[src/rtl/life_engine.sv]
// Sequential cellular automaton core: one cell per clock, double-buffered grid.
// Display reads the committed generation combinationally.
module life_engine #(
    parameter int                    COLS   = 16,
    parameter int                    ROWS   = 16,
    parameter int                    WRAP   = 0,
    parameter logic [8:0]            RULE_B = 9'b000001000,
    parameter logic [8:0]            RULE_S = 9'b000001100,
    parameter logic [COLS*ROWS-1:0]  SEED   = '0
) (
    input  logic                             clk,
    input  logic                             reset,
    input  logic                             step,
    input  logic                             clear,
    input  logic                             seed_load,
    input  logic [$clog2(COLS)-1:0]          rd_col,
    input  logic [$clog2(ROWS)-1:0]          rd_row,
    output logic                             rd_alive,
    output logic                             busy,
    output logic [15:0]                      gen_count,
    output logic [$clog2(COLS*ROWS+1)-1:0]   pop_count,
    output logic                             still
);
    localparam int N  = COLS * ROWS;
    localparam int CW = $clog2(COLS);
    localparam int RW = $clog2(ROWS);
    localparam int IW = $clog2(N);
    localparam int PW = $clog2(N + 1);

    function automatic logic [PW-1:0] seed_pop();
        logic [PW-1:0] p;
        p = '0;
        for (int i = 0; i < N; i++) p = p + PW'(SEED[i]);
        return p;
    endfunction

    localparam logic [PW-1:0] SEED_POP = seed_pop();

    typedef enum logic [1:0] {IDLE, COMPUTE, COMMIT} state_t;

    state_t          state_q, state_d;
    logic [N-1:0]    cur, nxt;
    logic [IW-1:0]   idx_q;
    logic [CW-1:0]   col_q;
    logic [RW-1:0]   row_q;
    logic [PW-1:0]   acc_q;
    logic            chg_q;
    logic [3:0]      nbr;
    logic            new_bit;

    // Off-grid neighbours are dead, or fold back to the opposite edge.
    function automatic logic cell_at(input logic [N-1:0] g, input int r, input int c);
        int rr;
        int cc;
        rr = r;
        cc = c;
        if (WRAP != 0) begin
            if (r < 0) rr = ROWS - 1;
            else if (r >= ROWS) rr = 0;
            if (c < 0) cc = COLS - 1;
            else if (c >= COLS) cc = 0;
        end else if (r < 0 || r >= ROWS || c < 0 || c >= COLS) begin
            return 1'b0;
        end
        return g[IW'(rr * COLS + cc)];
    endfunction

    always_comb begin
        nbr = '0;
        for (int dr = -1; dr <= 1; dr++)
            for (int dc = -1; dc <= 1; dc++)
                if (dr != 0 || dc != 0)
                    nbr = nbr + {3'b000, cell_at(cur, int'(row_q) + dr, int'(col_q) + dc)};
        new_bit = cur[idx_q] ? RULE_S[nbr] : RULE_B[nbr];
    end

    always_ff @(posedge clk) begin
        if (reset) state_q <= IDLE;
        else       state_q <= state_d;
    end

    always_comb begin
        state_d = state_q;
        if (clear || seed_load) begin
            state_d = IDLE;
        end else begin
            case (state_q)
                IDLE:    if (step) state_d = COMPUTE;
                COMPUTE: if (idx_q == IW'(N - 1)) state_d = COMMIT;
                COMMIT:  state_d = IDLE;
                default: state_d = IDLE;
            endcase
        end
    end

    always_comb begin
        busy = (state_q != IDLE);
    end

    always_ff @(posedge clk) begin
        if (reset) begin
            cur       <= SEED;
            pop_count <= SEED_POP;
            gen_count <= '0;
            still     <= 1'b0;
            idx_q     <= '0;
            col_q     <= '0;
            row_q     <= '0;
            acc_q     <= '0;
            chg_q     <= 1'b0;
        end else if (clear) begin
            cur       <= '0;
            pop_count <= '0;
            gen_count <= '0;
            still     <= 1'b0;
        end else if (seed_load) begin
            cur       <= SEED;
            pop_count <= SEED_POP;
            gen_count <= '0;
            still     <= 1'b0;
        end else begin
            case (state_q)
                IDLE: begin
                    if (step) begin
                        idx_q <= '0;
                        col_q <= '0;
                        row_q <= '0;
                        acc_q <= '0;
                        chg_q <= 1'b0;
                    end
                end
                COMPUTE: begin
                    nxt[idx_q] <= new_bit;
                    acc_q      <= acc_q + PW'(new_bit);
                    chg_q      <= chg_q | (new_bit ^ cur[idx_q]);
                    idx_q      <= idx_q + 1'b1;
                    if (col_q == CW'(COLS - 1)) begin
                        col_q <= '0;
                        row_q <= row_q + 1'b1;
                    end else begin
                        col_q <= col_q + 1'b1;
                    end
                end
                COMMIT: begin
                    cur       <= nxt;
                    pop_count <= acc_q;
                    still     <= ~chg_q;
                    gen_count <= gen_count + 16'd1;
                end
                default: ;
            endcase
        end
    end

    always_comb begin
        rd_alive = 1'b0;
        if (int'(rd_col) < COLS && int'(rd_row) < ROWS)
            rd_alive = cur[IW'(int'(rd_row) * COLS + int'(rd_col))];
    end

endmodule

[config.mk]
export PLATFORM = sky130hd
export DESIGN_NAME = life_engine
export DESIGN_NICKNAME = d
export VERILOG_FILES = /design/src/rtl/life_engine.sv
export SDC_FILE = /design/constraint.sdc
export NUM_CORES = 2
export LEC_CHECK = 0
export ABC_AREA = 1
export BUFFER_PORTS_ARGS = -buffer_cell sky130_fd_sc_hd__clkbuf_2
export CAP_MARGIN = 5
export CORE_MARGIN = 8
export CORE_UTILIZATION = 40
export DETAILED_ROUTE_END_ITERATION = 10
export PLACE_DENSITY = 0.58
export SLEW_MARGIN = 20
export SYNTH_ARGS = -nofsm -noshare
export SYNTH_HDL_FRONTEND = slang
export SYNTH_SLANG_ARGS = --single-unit
[constraint.sdc]
create_clock -name clk -period 21.5 [get_ports clk]
set_input_delay 3.225 -clock clk [delete_from_list [all_inputs] [get_ports clk]]
set_output_delay 3.225 -clock clk [all_outputs]
set_load 0.05 [all_outputs]
==> impl_results.md <==
* Mapped cell area at ~32000 µm²
* Crit share post-route at 0.4730
* Hold Path Origin: acc_q[6]
* Final setup margin at 11.33 ns
* Dpl ws at around 12 ns
* F_max at about 0.1 GHz
* Relative slew slack at 0.1837
* Final setup viols at 0
* Main combinational cell family by area after synthesis: simple AND/OR/NAND/NOR gates
* Clock tree sinks at roughly 570
* Clock buffer count from CTS at 61
* WL final at around 120000 µm
* Critical path arrival at approximately 7.0 ns
* Die area at 90610 µm²
* Hold slack final at around 0.45 ns
* First-pass GRT wire length at between 150000 and 200000 µm
* Post-synth top area cell: edfxtp_1
* Dpl cell area at around 33000 µm²
* H-Tree Depth at 2
* EDFF count, synth at approximately 260
* Setup Fix Bufs, Post-CTS at 0
* Top cell type's share of synthesized area at 0.2366
* Routed Antenna Nets at 0
* IO buf count at 40
* GRT overflow at 0
* Sequential power share at 0.474
* Register area share after synthesis at 0.4276
* Residual DRC at 0
* Cell area after layout at roughly 35000 µm²
* Final Wtd Congestion at around 1
* Post-cts resize count at 0
* Crit Path Category: in -> out
* Most common cell after layout, fill and taps aside: nand2_1
* Max FO, Critical Path at roughly 150
* Most frequent cells in the layout: nand2_1, nand3_1, a21oi_1, o21ai_0, nor2_1
* Worst r2r dst: acc_q[8]
* Worst r2r path cells at 34
* Max clock buf depth at 3
* Switch share at 0.2435
* Synth Area in Adders at 0.01171
* Setup TNS at 0 ns
* Crit. End Element: output pin
* Via count at about 32k
* Hold path cells at 1
* Synth Area in Simple Gates at 0.2910
* GRT Util Overall at 0.2631
* Maximum Capacitance Violations at 0
* Hold EP: acc_q[7]
* Final Max Tran Viols at 0
* Actual slew at the worst max-slew pin at 1.222 ns
* Nets at between 4k and 5k
* Cells after Synth at 4670
* Syn Nets at approximately 4.7k
* Hold Path Class: reg -> reg
* XOR/XNOR Fraction of Synth Area at 0.006816
* Clock Power Share at 0.463
* Clock transition at the registers of the reported paths at roughly 0.06 ns
* DR iter-0 viols at ~3.7k
* Portion of netlist area occupied by mux cells at 0
* R2R setup slack at roughly 12 ns
* Top post-synthesis cells by area: edfxtp_1, dfxtp_1, nand2_1
* FF-to-FF Start: col_q[0]
* Status: finished clean
* Pin count of the biggest net entering global routing at between 150 and 200
* Main synth FF type: dfxtp_1
* VDD IR max at ~0.056 mV
* Warnings, synthesis at 0
* Antenna diode count at 0
* Async S/R FF share, synth at 0
* Die H at 301.0 µm
* Clk root buf: clkbuf_16
* Worst skew pair latency at roughly 0.66 ns
* Mean Syn Cell Area at between 6 and 7 µm²
* Initial antenna violation count at 1
* Pwr Density at 68.37 nW/µm²
* Crit path required time at approximately 18 ns
* Fin crit period at about 10 ns
* Pint at ~0.0018 W
* CTS Hold Bufs at 0
* CP Launch Type: input pin
* Number of synthesized register bits at between 500 and 600
* Compound-gate portion of the synthesized area at 0.1854
* Cell variety after synth at 47
* WL/cell at ~22 µm
* Final Hold Vio Count at 0
* Initial Utilization at 0.4041
* Via density per instance at roughly 5.7
* Number of global-route vias before repair at between 20k and 30k
* # IOs at 41
* Final Core Density at 0.4367
* Rows at roughly 100
* Share of layout cells above drive strength 1 at 0.05105
* Pre-antenna DRT Iters at 8
* Core footprint at between 80000 and 90000 µm²
* Lkg Pwr at between 10 and 15 nW
* CTS tree: done
* Switching power at roughly 0.0006 W
* Comb power frac at 0.063
* RSZ-0062 raised after global routing: false
* Setup Skew at ~0.020 ns
* Die width at 301.0 µm
* Final HPWL DP at ~78000 µm
* P&R area growth vs syn at 8.079%
## kinds of logic (layout without fill, tap and decap cells)
family	after synthesis	in the layout
AO/OA/AOI/OAI	1140	1140
XOR/XNOR	21	21
adder cells (fa/ha/maj)	28	28
buffers and inverters	617	472
flip-flops	566	566
AND/OR/NAND/NOR	2298	2298
## worst max-delay path: stages
cell and delay (ns):
buf_6 0.58, buf_4 0.81, a21oi_1 0.15, o21ai_0 0.11, nand3_1 0.11, nand3_1 0.11
nand2_1 0.05, o21ai_0 0.67, a21oi_1 0.13, o21ai_0 0.15, nand3_1 0.17, nand2_1 0.20
clkbuf_2 0.32
## power by group through the flow
stage | registers, W | clock network [W] | logic, W
finish | 0.00114 | 0.00111 | 0.000151
global route | 0.00114 | 0.00117 | 0.000164
CTS | 0.00114 | 0.00113 | 0.000148
detailed placement | 0.00116 | 0 | 0.000148
global placement | 0.00116 | 0 | 0.000148
floorplan | 0.00117 | 0 | 0.0000988
## area by class of cell
type,instances,area (µm²)
clock buffer,84,1775
clock inverter,32,350.3
fill,8372,45300
inverter,268,1026
multi-input combinational,3487,16160
sequential,566,13900
tap,1060,1326
timing repair buffer,88,579.3
## synthesized netlist by cell type (all sizes together) (4+ instances only)
master  count
o21a       16
a31oi       6
nor3       16
xnor2      11
edfxtp    256
nand3     576
nand4       7
nor2      362
xor2       10
buf       143
a21oi     515
dfxtp     310
or2         4
clkinv     12
ha         24
nand2    1324
fa          4
inv       256
clkbuf    206
o21ai     501
o211ai     90
nand3b      5
## routing by layer
layer | global-route usage | vias up | routed length [µm]
li1 | - | 15288 | -
met1 | 0.3581 | 15045 | 52190
met2 | 0.4032 | 1412 | 53400
met3 | 0.04419 | 291 | 11220
met4 | 0.1281 | 2 | 6484
met5 | 0 | - | 17
## worst max path at each step
stage | from | end | slack (ns) | cells past startpoint
finish | rd_col[0] | rd_alive | 11.33 | 13
global route | rd_col[0] | rd_alive | 11.22 | 13
CTS | rd_col[0] | rd_alive | 11.49 | 13
detailed placement | rd_col[0] | rd_alive | 11.50 | 13
global placement | rd_col[0] | rd_alive | 11.56 | 13
floorplan | col_q[0] | acc_q[8] | 11.80 | 38
## per-stage QoR
stage | instances | total power (W)
6_report | 5585 | 0.002401
5_1_grt | 5585 | 0.002467
4_1_cts | 5585 | 0.002413
3_5_place_dp | 5469 | 0.001310
3_3_place_gp | 5469 | 0.001310
2_1_floorplan | 4670 | 0.001266
## sequential cells by signal (all words and copies together) (netlist names)
name	flops
idx_q	8
row_q	4
pop_count	9
chg_q	1
gen_count	16
nxt	256
col_q	4
acc_q	9
still	1
state_q	2
cur	256
Note: power is estimated with default switching activity, not from simulation.
